**src/rtl/hazard_ctrl_pipe_pkg.sv**
```systemverilog
// Shared encodings and the decode-control bundle carried down the E/M/W pipeline.
package hazard_ctrl_pipe_pkg;

   typedef enum logic [1:0] {
      RES_ALU  = 2'b00,
      RES_LOAD = 2'b01,
      RES_PC4  = 2'b10
   } result_src_e;

   typedef enum logic [1:0] {
      FWD_RF = 2'b00,
      FWD_W  = 2'b01,
      FWD_M  = 2'b10
   } forward_e;

   typedef struct packed {
      logic       reg_write;
      logic [1:0] result_src;
      logic       mem_write;
      logic       jump;
      logic       branch;
      logic       alu_src;
      logic [2:0] alu_control;
   } ctrl_t;

endpackage

```
**src/rtl/hazard_ctrl_pipe_hazard_unit.sv**
```systemverilog
// Combinational stall/flush/forward generation. FORWARDING_EN selects
// bypass + load-use stall; otherwise every in-flight RAW dependency stalls.
module hazard_unit
   import hazard_ctrl_pipe_pkg::*;
#(
   parameter int REG_W = 5
) (
   input  logic [REG_W-1:0] rs1d,
   input  logic [REG_W-1:0] rs2d,
   input  logic [REG_W-1:0] rs1e,
   input  logic [REG_W-1:0] rs2e,
   input  logic [REG_W-1:0] rde,
   input  logic [REG_W-1:0] rdm,
   input  logic [REG_W-1:0] rdw,
   input  logic             regwritee,
   input  logic             regwritem,
   input  logic             regwritew,
   input  logic [1:0]       resultsrce,
   input  logic             pcsrce,
   output logic             stallf,
   output logic             stalld,
   output logic             flushd,
   output logic             flushe,
   output logic [1:0]       forwardae,
   output logic [1:0]       forwardbe
);

   logic hazard;

`ifdef FORWARDING_EN
   logic lw_stall;

   function automatic logic [1:0] fwd_sel(input logic [REG_W-1:0] src,
                                          input logic             rw_m,
                                          input logic [REG_W-1:0] rd_m,
                                          input logic             rw_w,
                                          input logic [REG_W-1:0] rd_w);
      if (rw_m && (rd_m != '0) && (rd_m == src))
         return FWD_M;
      else if (rw_w && (rd_w != '0) && (rd_w == src))
         return FWD_W;
      else
         return FWD_RF;
   endfunction

   assign lw_stall = (resultsrce == RES_LOAD) && (rde != '0) &&
                     ((rde == rs1d) || (rde == rs2d));
   assign hazard   = lw_stall;

   always_comb begin
      forwardae = fwd_sel(rs1e, regwritem, rdm, regwritew, rdw);
      forwardbe = fwd_sel(rs2e, regwritem, rdm, regwritew, rdw);
   end
`else
   logic unused_fwd;

   function automatic logic raw_hit(input logic [REG_W-1:0] src,
                                    input logic             rw_e,
                                    input logic [REG_W-1:0] rd_e,
                                    input logic             rw_m,
                                    input logic [REG_W-1:0] rd_m);
      return (src != '0) && ((rw_e && (rd_e == src)) || (rw_m && (rd_m == src)));
   endfunction

   assign hazard = raw_hit(rs1d, regwritee, rde, regwritem, rdm) |
                   raw_hit(rs2d, regwritee, rde, regwritem, rdm);

   assign forwardae  = FWD_RF;
   assign forwardbe  = FWD_RF;
   assign unused_fwd = ^{rs1e, rs2e, rdw, regwritew, resultsrce};
`endif

   // A taken redirect squashes the stalled instruction, so it must not stall.
   assign stallf = hazard & ~pcsrce;
   assign stalld = hazard & ~pcsrce;
   assign flushd = pcsrce;
   assign flushe = hazard | pcsrce;

endmodule

```
**src/rtl/hazard_ctrl_pipe.sv**
```systemverilog
// E/M/W control pipeline with hazard detection; define FORWARDING_EN to enable
// operand bypassing (otherwise RAW dependencies stall until written back).
module hazard_ctrl_pipe
   import hazard_ctrl_pipe_pkg::*;
#(
   parameter int REG_W = 5
) (
   input  logic             clk,
   input  logic             reset,
   input  logic             RegWriteD,
   input  logic             MemWriteD,
   input  logic             JumpD,
   input  logic             BranchD,
   input  logic             ALUSrcD,
   input  logic [1:0]       ResultSrcD,
   input  logic [2:0]       ALUControlD,
   input  logic [REG_W-1:0] Rs1D,
   input  logic [REG_W-1:0] Rs2D,
   input  logic [REG_W-1:0] RdD,
   input  logic             ZeroE,
   output logic             ALUSrcE,
   output logic [2:0]       ALUControlE,
   output logic             MemWriteM,
   output logic             RegWriteW,
   output logic [1:0]       ResultSrcW,
   output logic [REG_W-1:0] RdW,
   output logic             PCSrcE,
   output logic             StallF,
   output logic             StallD,
   output logic             FlushD,
   output logic             FlushE,
   output logic [1:0]       ForwardAE,
   output logic [1:0]       ForwardBE
);

   ctrl_t            ctrl_d, ctrl_e, ctrl_m, ctrl_w;
   logic [REG_W-1:0] rs1_e, rs2_e, rd_e, rd_m, rd_w;
   logic             unused_w;

   always_comb begin
      ctrl_d             = '0;
      ctrl_d.reg_write   = RegWriteD;
      ctrl_d.result_src  = ResultSrcD;
      ctrl_d.mem_write   = MemWriteD;
      ctrl_d.jump        = JumpD;
      ctrl_d.branch      = BranchD;
      ctrl_d.alu_src     = ALUSrcD;
      ctrl_d.alu_control = ALUControlD;
   end

   always_ff @(posedge clk) begin
      if (reset) begin
         ctrl_e <= '0;
         rs1_e  <= '0;
         rs2_e  <= '0;
         rd_e   <= '0;
         ctrl_m <= '0;
         rd_m   <= '0;
         ctrl_w <= '0;
         rd_w   <= '0;
      end else begin
         if (FlushE) begin
            ctrl_e <= '0;
            rs1_e  <= '0;
            rs2_e  <= '0;
            rd_e   <= '0;
         end else begin
            ctrl_e <= ctrl_d;
            rs1_e  <= Rs1D;
            rs2_e  <= Rs2D;
            rd_e   <= RdD;
         end
         ctrl_m <= ctrl_e;
         rd_m   <= rd_e;
         ctrl_w <= ctrl_m;
         rd_w   <= rd_m;
      end
   end

   assign PCSrcE      = (ctrl_e.branch & ZeroE) | ctrl_e.jump;
   assign ALUSrcE     = ctrl_e.alu_src;
   assign ALUControlE = ctrl_e.alu_control;
   assign MemWriteM   = ctrl_m.mem_write;
   assign RegWriteW   = ctrl_w.reg_write;
   assign ResultSrcW  = ctrl_w.result_src;
   assign RdW         = rd_w;

   // W only needs the write-back fields; the rest are carried for completeness.
   assign unused_w = ^{ctrl_w.mem_write, ctrl_w.jump, ctrl_w.branch,
                       ctrl_w.alu_src, ctrl_w.alu_control};

   hazard_unit #(.REG_W(REG_W)) u_hazard (
      .rs1d       (Rs1D),
      .rs2d       (Rs2D),
      .rs1e       (rs1_e),
      .rs2e       (rs2_e),
      .rde        (rd_e),
      .rdm        (rd_m),
      .rdw        (rd_w),
      .regwritee  (ctrl_e.reg_write),
      .regwritem  (ctrl_m.reg_write),
      .regwritew  (ctrl_w.reg_write),
      .resultsrce (ctrl_e.result_src),
      .pcsrce     (PCSrcE),
      .stallf     (StallF),
      .stalld     (StallD),
      .flushd     (FlushD),
      .flushe     (FlushE),
      .forwardae  (ForwardAE),
      .forwardbe  (ForwardBE)
   );

endmodule

```
**config.mk**
```make
export PLATFORM = sky130hd
export DESIGN_NAME = hazard_ctrl_pipe
export DESIGN_NICKNAME = d
export VERILOG_FILES = /design/src/rtl/hazard_ctrl_pipe_pkg.sv /design/src/rtl/hazard_ctrl_pipe_hazard_unit.sv /design/src/rtl/hazard_ctrl_pipe.sv
export SDC_FILE = /design/constraint.sdc
export NUM_CORES = 1
export LEC_CHECK = 0
export BUFFER_PORTS_ARGS = -buffer_cell sky130_fd_sc_hd__buf_2
export CAP_MARGIN = 20
export CORE_MARGIN = 3
export CORE_UTILIZATION = 42
export DETAILED_ROUTE_END_ITERATION = 8
export PLACE_DENSITY = 0.74
export SYNTH_ARGS = -nofsm -noshare
export SYNTH_HDL_FRONTEND = slang
export SYNTH_SLANG_ARGS = --single-unit
```
**constraint.sdc**
```tcl
create_clock -name clk -period 1.34 [get_ports clk]
set_input_delay 0.067 -clock clk [delete_from_list [all_inputs] [get_ports clk]]
set_output_delay 0.067 -clock clk [all_outputs]
set_load 0.03 [all_outputs]
```
; Word-level counts from Yosys, hierarchy flattened
; Index checks and enable logic that the tools add are counted.
[word_totals]
register_bits = 32
inputBits = 28
out_inout_bits = 22
wordCells = 36
[classes]
bitwise = 6
reduce_logical = 11
n_eq_ne = 4
[op_table]
columns = operator, count
row1 = $eq A5 B5 Y1, 4
row2 = $reduce_bool A5 Y1, 2
row3 = $logic_and A1 B1 Y1, 6
row4 = $or A1 B1 Y1, 3
row5 = $and A1 B1 Y1, 2
row6 = $logic_or A1 B1 Y1, 2
row7 = $reduce_or A2 Y1, 1
row8 = $not A1 Y1, 1

; Logic depth before layout (Yosys ltp)
[logic_depth]
word_depth = 7
mapped_depth = 6
depth_no_buf = 5

; By module
; From an unflattened synthesis, not the netlist that was laid out.
[unflattened]
cells_unflattened = 141
hier_area_um2 = 1682.9
[by_module_without_submodules]
columns = mod, seq_area_each_um2, area_per_inst_um2, cells_per_inst, instances
row1 = hazard_ctrl_pipe, 840.8, 1351.3, 95, 1
row2 = hazard_unit, 0.0, 331.6, 46, 1

; Worst setup path after synthesis
; No wires, ideal clock.
[synth_timing]
kind = reg-to-output
startpoint = register rd_e[0]
endpoint = output port StallF
arrival_time_ns = 1.696
path_stages_with_launch = 7
slack_ns = -0.423
required_ns = 1.273
n_path_buf = 1
path_cell_list = dfxtp_1 > xnor2_1 > nand4_1 > o22ai_1 > a22oi_1 > nor2_1 > buf_4
[synth_between]
elab_chain_len = 6
elab_cells_between_ends = 10
classes_between = eq/ne: 2 / bitwise: 2 / reduce/logical: 6
[synth_lines]
columns = element, line_no
row1 = from (decl), hazard_ctrl_pipe.sv:37  ; logic [REG_W-1:0] rs1_e, rs2_e, rd_e, rd_m, rd_w;
row2 = from (signal assigned), hazard_ctrl_pipe.sv:71  ; rd_e <= RdD;
row3 = $eq A5 B5 Y1, hazard_ctrl_pipe_hazard_unit.sv:62  ; return (src != '0) && ((rw_e && (rd_e == src)) || (rw_m && (rd_m == src)));
row4 = $logic_and A1 B1 Y1, hazard_ctrl_pipe_hazard_unit.sv:62
row5 = $logic_or A1 B1 Y1, hazard_ctrl_pipe_hazard_unit.sv:62
row6 = $logic_and A1 B1 Y1, hazard_ctrl_pipe_hazard_unit.sv:62
row7 = $or A1 B1 Y1 *, hazard_ctrl_pipe_hazard_unit.sv:65  ; assign hazard = raw_hit(rs1d, regwritee, rde, regwritem, rdm) |
row8 = $and A1 B1 Y1 *, n/a
row9 = to (decl), hazard_ctrl_pipe.sv:28  ; output logic StallF,
; Mark *: on every way between the ends. The rest lies on a longest branch, timed or not.

; Worst setup path in the final report
[layout_timing]
startpoint = register rd_m[4]
endpoint = output port StallD
[layout_between]
elab_chain_len = 6
elab_cells_between_ends = 10
classes_between = eq/ne: 2 / bitwise: 2 / reduce/logical: 6
[layout_lines]
columns = element, line_no
row1 = from (decl), hazard_ctrl_pipe.sv:37
row2 = from (signal assigned), hazard_ctrl_pipe.sv:74  ; rd_m <= rd_e;
row3 = $eq A5 B5 Y1, hazard_ctrl_pipe_hazard_unit.sv:62
row4 = $logic_and A1 B1 Y1, hazard_ctrl_pipe_hazard_unit.sv:62
row5 = $logic_or A1 B1 Y1, hazard_ctrl_pipe_hazard_unit.sv:62
row6 = $logic_and A1 B1 Y1, hazard_ctrl_pipe_hazard_unit.sv:62
row7 = $or A1 B1 Y1 *, hazard_ctrl_pipe_hazard_unit.sv:65
row8 = $and A1 B1 Y1 *, hazard_ctrl_pipe_hazard_unit.sv:75  ; assign stalld = hazard & ~pcsrce;
row9 = to (decl), hazard_ctrl_pipe.sv:29  ; output logic StallD,
; Marked as above.

==> impl_metrics.csv <==
group,metric,value,unit
synthesis,synth_edf_count,0,
worst_setup_path,endpoint_kind,"output pin",
worst_hold_path,min-delay-start,"reset",
drt,viasPerCell,4.61,
floorplan,core,2780,sq um
worst_setup_path,worstReg2RegStart,"rd_e[0]$_SDFF_PP0_",
power,irDropWorstVdd,0.00126,V
sta,tns,-3610,ps
power,clockPowerShare,36.6,%
synthesis,syn_area_per_cell,10.4,sq um
place,hpwl,1920,um
synthesis,ys_seq_area_share,51.6,%
floorplan,io_pins,50,
final_layout,area_growth,47.0,%
power,leakage,0.000806,uW
final_layout,final_common_cell,"buf_2",
worst_setup_path,required,1270,ps
cts,cts_root_buf,"clkbuf_4",
global_routing,antenna_found_initial,0,
sta,final_max_slew_viol_count,0,
sta,max_freq,608,MHz
final_layout,drive_above_1_share,43.5,%
synthesis,synth_seq_cells,32,
cts,clk-insertion-delay-late,330,ps
floorplan,initial_core_util,44.7,%
sta,fin_skew,9.63,ps
global_routing,grt_pass1_wl,4200,um
synthesis,yosys_warnings,0,
global_routing,grt_max_degree,18,
floorplan,fp.dieW,60.4,um
power,p_per_area,1210,nW/um^2
worst_setup_path,regToRegSetupSlack,-200,ps
cts,cts_inserted_buffers,5,
worst_hold_path,hold_class,"in2reg",
cts,clock_path_buffers,2,
outcome,status,"finished, violations left",
floorplan,die_area,3650,sq um
cts,cts-htree-levels,2,
final_layout,instances_no_fill,217,
power,power_switching_share,23.8,%
sta,setup_slack,-305,ps
power,p_int,1690,uW
outcome,violations,"negative setup slack",
synthesis,synth_cell_types,19,
cts,cts.clk_slew.worst_paths,100,ps
worst_setup_path,cp-start-kind,"register",
final_layout,layout_common_cells,"buf_2, dfxtp_1, xnor2_1",
synthesis,synthCells,119,
drt,routed_wl,2870,um
power,p_switching,527,uW
final_layout,n_fill_cell,218,
drt,ant_nets,0,
global_routing,grt_pass1_vias,970,
worst_setup_path,critPathMaxFanout,3,
flow_run,cap_violations,0,
sta,rsz0062_at_grt,"yes",
sta,fin_crit_sh,123,%
worst_setup_path,ff2ff_path_depth,7,
synthesis,synthFlopType,"dfxtp_1",
worst_setup_path,worstReg2RegEnd,"rd_e[0]$_SDFF_PP0_",
sta,finalSetupViolations,18,
sta,hold_viol_final,0,
sta,finalCriticalPeriod,1640,ps
drt,post_drt_wl_per_cell,13.2,um
drt,drt_iter0_drc,3,
floorplan,rows,19,
power,pwr-share-seq,46.6,%
cts,cts_tree,"done",
place,place.gp.congestion,1.02,
worst_setup_path,setup.worst_path.start,"rd_m[4]$_SDFF_PP0_",
drt,dr.pass1.iters,4,
cts,clock-sinks,32,
drt,vias,1000,
place,place_inst,189,
synthesis,ys_async_sr_fraction,0,%
sta,timing.hold.ws,149,ps
drt,drcViolationCount,0,
synthesis,synth_area,1240,sq um
power,p_comb_share,16.8,%
final_layout,post-route-util,65.7,%
worst_setup_path,worst-setup-path-type,"reg2out",
worst_setup_path,crit_path_end,"StallD",
floorplan,die_h,60.4,um
place,io_buffers,45,
final_layout,antennaDiodeCount,0,
global_routing,grt-ovfl-total,0,
worst_setup_path,arrival,1580,ps
global_routing,grtUsageTotal,16.3,%
final_layout,final_net_count,213,
## through the flow
stage	instance area, sq um	power (uW)	setup WS (ps)
after floorplan	1280	1260	-45.1
after global placement	1480	1330	-69.0
after detailed placement	1480	1340	-126
after CTS	1780	2200	-274
after global routing	1830	2310	-387
final	1830	2210	-305
## cell families after synthesis
logic type                synth area share [%]
AOI/OAI and AO/OA                         4.63
buffers and inverters                     6.95
xor gates and xnor gates                  14.1
other                                    0.302
DFF                                       51.6
and+or+nand+nor                           22.5
## routing by layer
metal	routed length [um]	vias up	global-route usage [%]
li1	-	495	-
met1	1070	449	17.1
met2	1450	45	28.2
met3	263	11	6.81
met4	76	0	7.59
met5	0	-	0
## state kept, by name, indices dropped and copies added, names as in the netlist
name	cells
ctrl_m	3
rd_m	5
ALUControlE	3
rd_e	5
ctrl_e	6
MemWriteM	1
RegWriteW	1
ResultSrcW	2
RdW	5
ALUSrcE	1
## how the worst min path moves through the flow
stage,endpoint,slack [ps],cells past startpoint
3_5_place_dp,ctrl_e[7]$_SDFF_PP0_,270,2
2_1_floorplan,rd_m[1]$_SDFF_PP0_,130,1
5_1_grt,rd_m[3]$_SDFF_PP0_,150,3
4_1_cts,rd_m[4]$_SDFF_PP0_,130,3
3_3_place_gp,ALUControlE[0]$_SDFF_PP0_,270,2
6_report,rd_m[3]$_SDFF_PP0_,150,3
## timing repair
action,in CTS,in global routing
buffers inserted,4,1
setup endpoints to repair,18,20
cloned,0,1
pin swaps,7,4
resized for setup,9,11
hold endpoints to repair,15,0
hold buffers,15,0
## critical path, stage by stage, from the launching register on
cell,delay (ps)
dfxtp_2,350
xnor2_1,210
nand4_1,140
o22ai_2,160
a22oi_2,110
nor2_4,130
buf_6,140
## power groups by stage
| stage | Sequential, uW | Clock [uW] | Combinational [uW] |
|---|---|---|---|
| 3_3_place_gp | 1050 | 0 | 286 |
| 3_5_place_dp | 1050 | 0 | 293 |
| 2_1_floorplan | 1060 | 0 | 199 |
| 5_1_grt | 1040 | 872 | 398 |
| 6_report | 1030 | 810 | 372 |
| 4_1_cts | 1030 | 827 | 345 |
## cells in the mapped netlist, types with 2 or more instances
| library cell | count | area share (%) |
|---|---|---|
| dfxtp_1 | 32 | 52 |
| xnor2_1 | 20 | 14 |
| nor2b_1 | 17 | 8.6 |
| and2_1 | 15 | 7.6 |
| buf_4 | 9 | 5.4 |
| nand2_1 | 7 | 2.1 |
| nand4_1 | 4 | 2.0 |
| nor2_1 | 3 | 0.91 |
| nor3_1 | 2 | 0.81 |
## layout make-up
type	count	area [sq um]	area share (%)
Clock buffer	7	65.1	3.56
Clock inverter	1	30.0	1.64
Inverter	1	3.75	0.205
Multi-Input combinational cell	78	574	31.4
Sequential cell	32	654	35.8
Tap cell	31	38.8	2.12
Timing Repair Buffer	67	460	25.2
No activity file was read; power rests on OpenSTA's default activity.
